`src/rtl/visca_reply_rx.sv`:
```
// VISCA reply parser: frames camera replies, classifies ACK/Completion/Error/inquiry,
// and double-buffers inquiry payload. Optional inter-byte timeout: VISCA_RX_TIMEOUT_EN.
module visca_reply_rx #(
    parameter int CAM_ADDR    = 1,
    parameter int MAX_LEN     = 16,
    parameter int TIMEOUT_CYC = 1000000
) (
    input  logic       clk,
    input  logic       rst,
    input  logic [7:0] rx_data,
    input  logic       rx_valid,
    output logic       ack_stb,
    output logic       cmpl_stb,
    output logic       err_stb,
    output logic       inq_stb,
    output logic [3:0] socket,
    output logic [7:0] err_code,
    output logic [3:0] pay_len,
    input  logic [3:0] pay_addr,
    output logic [7:0] pay_data,
    output logic       drop_stb
);

    // state   | meaning
    // IDLE    | waiting for the reply header
    // BODY    | collecting packet bytes until 0xFF
    // DISCARD | skipping an oversized packet until 0xFF
    localparam logic [1:0] S_IDLE    = 2'd0;
    localparam logic [1:0] S_BODY    = 2'd1;
    localparam logic [1:0] S_DISCARD = 2'd2;

    localparam logic [7:0] HDR      = 8'(8'h80 | ((CAM_ADDR + 8) << 4));
    localparam logic [7:0] TERM     = 8'hFF;
    localparam logic [3:0] LAST_CNT = 4'(MAX_LEN - 1);

    logic [1:0] state;
    logic [3:0] count;
    logic [7:0] byte1;
    logic       bank_sel;
    logic [7:0] bank0 [16];
    logic [7:0] bank1 [16];
    logic [7:0] shadow_b2;
    logic       is_ack, is_cmpl, is_inq, is_err;
    logic       store_byte;

    // count holds bytes received so far, so the packet length with 0xFF is count+1
    always_comb begin
        is_ack  = (count == 4'd2) && (byte1[7:4] == 4'h4);
        is_cmpl = (count == 4'd2) && (byte1[7:4] == 4'h5) && (byte1[3:0] != 4'h0);
        is_inq  = (count >= 4'd2) && (byte1 == 8'h50);
        is_err  = (count == 4'd3) && (byte1[7:4] == 4'h6);
    end

    assign store_byte = rx_valid && (state == S_BODY) && (rx_data != TERM) && (count != LAST_CNT);
    assign pay_data   = bank_sel ? bank1[pay_addr] : bank0[pay_addr];
    assign shadow_b2  = bank_sel ? bank0[0] : bank1[0];

`ifdef VISCA_RX_TIMEOUT_EN
    localparam int GW = (TIMEOUT_CYC > 2) ? $clog2(TIMEOUT_CYC) : 1;
    localparam logic [GW-1:0] GAP_LAST = GW'(TIMEOUT_CYC - 1);
    logic [GW-1:0] gap;
    logic          gap_hit;

    assign gap_hit = (state != S_IDLE) && (gap == GAP_LAST);

    always_ff @(posedge clk) begin
        if (rst || rx_valid || state == S_IDLE || gap_hit) gap <= '0;
        else gap <= gap + 1'b1;
    end
`endif

    always_ff @(posedge clk) begin
        if (rst) begin
            state    <= S_IDLE;
            count    <= 4'd0;
            byte1    <= 8'h00;
            bank_sel <= 1'b0;
            ack_stb  <= 1'b0;
            cmpl_stb <= 1'b0;
            err_stb  <= 1'b0;
            inq_stb  <= 1'b0;
            drop_stb <= 1'b0;
            socket   <= 4'd0;
            err_code <= 8'h00;
            pay_len  <= 4'd0;
        end else begin
            ack_stb  <= 1'b0;
            cmpl_stb <= 1'b0;
            err_stb  <= 1'b0;
            inq_stb  <= 1'b0;
            drop_stb <= 1'b0;
            if (rx_valid) begin
                case (state)
                    S_IDLE: begin
                        if (rx_data == HDR) begin
                            state <= S_BODY;
                            count <= 4'd1;
                        end else if (rx_data != TERM) begin
                            drop_stb <= 1'b1;
                        end
                    end
                    S_BODY: begin
                        if (rx_data == TERM) begin
                            state <= S_IDLE;
                            if (is_ack) begin
                                ack_stb <= 1'b1;
                                socket  <= byte1[3:0];
                            end else if (is_cmpl) begin
                                cmpl_stb <= 1'b1;
                                socket   <= byte1[3:0];
                            end else if (is_inq) begin
                                inq_stb  <= 1'b1;
                                pay_len  <= count - 4'd2;
                                bank_sel <= ~bank_sel;
                            end else if (is_err) begin
                                err_stb  <= 1'b1;
                                socket   <= byte1[3:0];
                                err_code <= shadow_b2;
                            end else begin
                                drop_stb <= 1'b1;
                            end
                        end else if (count == LAST_CNT) begin
                            state    <= S_DISCARD;
                            drop_stb <= 1'b1;
                        end else begin
                            if (count == 4'd1) byte1 <= rx_data;
                            count <= count + 4'd1;
                        end
                    end
                    S_DISCARD: begin
                        if (rx_data == TERM) state <= S_IDLE;
                    end
                    default: state <= S_IDLE;
                endcase
            end
`ifdef VISCA_RX_TIMEOUT_EN
            else if (gap_hit) begin
                state <= S_IDLE;
                if (state == S_BODY) drop_stb <= 1'b1;
            end
`endif
        end
    end

    // payload lands in the bank not currently visible on pay_data
    always_ff @(posedge clk) begin
        if (store_byte && count >= 4'd2) begin
            if (bank_sel) bank0[count - 4'd2] <= rx_data;
            else          bank1[count - 4'd2] <= rx_data;
        end
    end

endmodule

```
`config.mk`:
```
export PLATFORM = sky130hd
export DESIGN_NAME = visca_reply_rx
export DESIGN_NICKNAME = d
export VERILOG_FILES = /design/src/rtl/visca_reply_rx.sv
export SDC_FILE = /design/constraint.sdc
export NUM_CORES = 1
export LEC_CHECK = 0
export BUFFER_PORTS_ARGS = -buffer_cell sky130_fd_sc_hd__buf_4
export CAP_MARGIN = 10
export CORE_ASPECT_RATIO = 0.9
export CORE_MARGIN = 3
export CORE_UTILIZATION = 44
export CTS_BUF_LIST = sky130_fd_sc_hd__clkbuf_8
export DETAILED_ROUTE_END_ITERATION = 6
export PLACE_DENSITY_LB_ADDON = 0.1
export SLEW_MARGIN = 20
export SYNTH_ARGS = -nofsm -noshare
export SYNTH_HDL_FRONTEND = slang
export SYNTH_SLANG_ARGS = --single-unit
```
`constraint.sdc`:
```
create_clock -name clk -period 2.1 [get_ports clk]
set_input_delay 0.105 -clock clk [delete_from_list [all_inputs] [get_ports clk]]
set_output_delay 0.105 -clock clk [all_outputs]
set_load 0.01 [all_outputs]
```
==> flow_summary.toml <==
[floorplanning]
die_w_um = 177.0
io_pins = 44
die_area_sq_um = 28300
core-area_sq_um = 25530
num_rows = 55
initial_core_util_pct = 45.36
dieHeight_um = 159.9

[synth]
yosys.area_share.simple_pct = 6.299
synth_area_sq_um = 11580
avgSynthCellArea_sq_um = 17.95
synth_compound_area_share_pct = 4.246
ys_types = 47
yosysWarningCount = 0
synth_top_area_cell = "edfxtp_1"
synthTopCellsByArea = "edfxtp_1 66%, mux4_2 12%, dfxtp_1 6.2%"
ys_ff_latch = 292
ys.flop_type = "edfxtp_1"
synth-xor-area-share_pct = 0.1513
syn_inst = 645
synthMuxAreaShare_pct = 14.45
synth_edf_count = 256
synth_top_area_share_pct = 66.39
synth_top_family_by_area = "multiplexers"
synthAdderAreaFrac_pct = 0.6483
synth_fp_nets = 666
ys_seq_area_share_pct = 72.61
synthArstFlopShare_pct = 0

[status]
status = "completed"

[power]
total_power_w = 0.01131
switchingPower_w = 0.002434
p_comb_share_pct = 5.1
clkPwrFrac_pct = 39.2
irDropWorstVdd_mv = 0.4526
p_int_w = 0.008877
seq_power_share_pct = 55.7
p_leak_nw = 4.628
swShare_pct = 21.52
powerDensity_nw_per_um2 = 798.1

[global_route]
grt_pass1_wl_um = 41860
antenna_found_initial = 1
first_global_vias = 6751
grt_overflow = 0
grt_use_total_pct = 19.85
grt_start_max_net_pins = 42

[worst_setup_path]
crit_arrival_ns = 2.37
critPathKind = "reg2reg"
worstPathRequired_ns = 2.38
path_max_fanout = 8
cp-end-kind = "register"
cp-start-kind = "register"
r2r_cells = 8

[placed_design]
hpwl_um = 18140
numPortBuffers = 43
placedInstanceArea_sq_um = 12750
place_congestion = 0.8498
dp.cells = 1062

[sta]
finalHoldViolCount = 0
worstMarginPinSlew_ns = 0.6039
fmax_mhz = 478.1
rsz0062_at_grt = "yes"
setup_viol = 0
period_share_pct = 99.60
min_period_ns = 2.092
drv_slew = 0
relSlewSlack_pct = 59.74
hold_ws_ns = 0.1613
clock_skew_ns = 0.01724

[clocking]
cts_max_path_buffers = 3
h-tree-depth = 2
cts_tree = "yes"
cts-buffers-inserted = 48
cts.sinks = 292
cts-root-buf = "clkbuf_8"
clock_latency_ns = 0.54
cts.clk_slew.worst_paths_ns = 0.06

[route]
drtIter0Drc = 577
route.final.wire_length_um = 27790
num_vias = 6563
viasPerCell = 5.658
drtPass1Iterations = 5
wl_per_cell_um = 23.96
drcViolationCount = 0
ant_nets = 0

[hold_path]
holdPathStages = 2
hold_path_class = "in2reg"

[layout]
drive_above_1_share_pct = 39.49
stdcell_count = 1160
insertedDiodeCount = 0
layout.nets = 803
syn_to_final_growth_pct = 22.40
final_area_sq_um = 14170

[flow_run]
drv_cap = 0
[state kept, by name, summed over array words and instances (netlist names)]
name	flops
byte1	8
ack_stb	1
count	4
err_code	8
err_stb	1
drop_stb	1
bank_sel	1
cmpl_stb	1
inq_stb	1
bank1	128
state	2
pay_len	4
socket	4
bank0	128
[final cells by class]
| type | count | area [sq um] |
|---|---|---|
| clock buffers | 50 | 688.2 |
| inverters | 8 | 30.03 |
| multi-input cells | 311 | 3440 |
| flip-flops and latches | 292 | 8416 |
| clock inverters | 36 | 176.4 |
| well taps | 342 | 427.9 |
| repair buffers | 121 | 996.0 |
| fillers | 1980 | 11360 |
[worst paths after layout]
check,slack [ns],from,endpoint
worst min register to register,0.47,socket[2],socket[2]
worst max register to register,0.008,count[0],bank1[5][1]
worst max-delay path,0.008,count[0],bank1[5][1]
worst min-delay path,0.16,rx_data[7],bank1[10][7]
[placed cells by master, fill, tap and decap left out, types with 6 or more instances in the layout]
| master | synthesis | routed |
|---|---|---|
| edfxtp_1 | 256 | 256 |
| or3_1 | 15 | 11 |
| nor2_1 | 47 | 24 |
| mux2i_1 | 22 | 22 |
| dfxtp_1 | 36 | 34 |
| buf_4 | 0 | 111 |
| nand2_1 | 10 | 8 |
| clkinv_2 | 0 | 12 |
| a21oi_1 | 16 | 14 |
| nand2b_1 | 10 | 10 |
| mux4_2 | 64 | 64 |
| o22ai_2 | 0 | 13 |
| inv_1 | 8 | 21 |
| buf_12 | 0 | 6 |
| o22ai_4 | 0 | 12 |
| o22ai_1 | 33 | 8 |
| clkinv_1 | 0 | 10 |
| clkbuf_8 | 0 | 50 |
| o21ai_0 | 16 | 16 |
| nor2_2 | 0 | 21 |
| nand3_1 | 15 | 13 |
[power groups by stage]
stage	sequential [W]	combinational, W	clock [W]
2_1_floorplan	0.00643	0.000235	0
3_3_place_gp	0.00643	0.000498	0
5_1_grt	0.00630	0.000610	0.00486
6_report	0.00630	0.000575	0.00443
3_5_place_dp	0.00643	0.000507	0
4_1_cts	0.00630	0.000571	0.00456
[cells in the mapped netlist (2+ instances only)]
library cell,instances
nand3_1,15
ha_1,6
o22ai_1,33
buf_6,2
inv_1,8
a21oi_1,16
or3b_2,2
buf_1,5
nor2b_1,2
nor3_1,4
or3_1,15
nand2b_1,10
dfxtp_1,36
or4_1,3
o21ai_0,16
mux2i_1,22
edfxtp_1,256
nand4_1,2
nand3b_1,4
nor4_1,11
mux4_2,64
and3_1,2
o31ai_1,2
clkbuf_1,21
nor2_1,47
nand2_1,10
o32ai_1,2
nor4bb_1,2
nor3b_1,2
o211ai_1,2
buf_2,7
[per-layer routing]
layer | track usage (%) | vias to the layer above | routed length [um]
met5 | 0 | - | 7
met3 | 4.398 | 47 | 1647
met4 | 6.533 | 2 | 755
li1 | - | 2916 | -
met2 | 31.20 | 217 | 13260
met1 | 27.75 | 3381 | 12120
[cells by family after synthesis]
| kind of cell | after synthesis |
|---|---|
| buffers and inverters | 43 |
| multiplexers | 87 |
| XOR/XNOR | 2 |
| AND/OR/NAND/NOR | 136 |
| adder cells (fa/ha/maj) | 6 |
| flip-flops | 292 |
| AO/OA/AOI/OAI | 79 |
[repair_timing]
item,4_1_cts,5_1_grt
gates cloned,0,1
resized for setup,68,25
hold buffers,2,0
setup endpoints to repair,204,144
buffers inserted,8,2
endpoints found under the hold margin,21,0
pin swaps,7,9
[stage by stage]
| stage | utilization (%) | TNS, ns | setup slack (ns) |
|---|---|---|---|
| finish | 55.52 | 0 | 0.008382 |
| floorplan | - | -3.828 | -0.04129 |
| global placement | 49.95 | -11.94 | -0.2053 |
| detailed placement | 49.95 | -22.55 | -0.3223 |
| CTS | 55.04 | -5.428 | -0.1654 |
| global route | 55.52 | -4.288 | -0.07658 |
[worst max-delay path, cell delays in order (launching register included)]
cell and delay [ns]:
dfxtp_1 0.38, inv_1 0.08, ha_1 0.21, or4_1 0.41
nor2b_1 0.18, nand2_1 0.21, buf_4 0.15, nor2_1 0.05
buf_4 0.17
No activity file was read; power rests on OpenSTA's default activity.
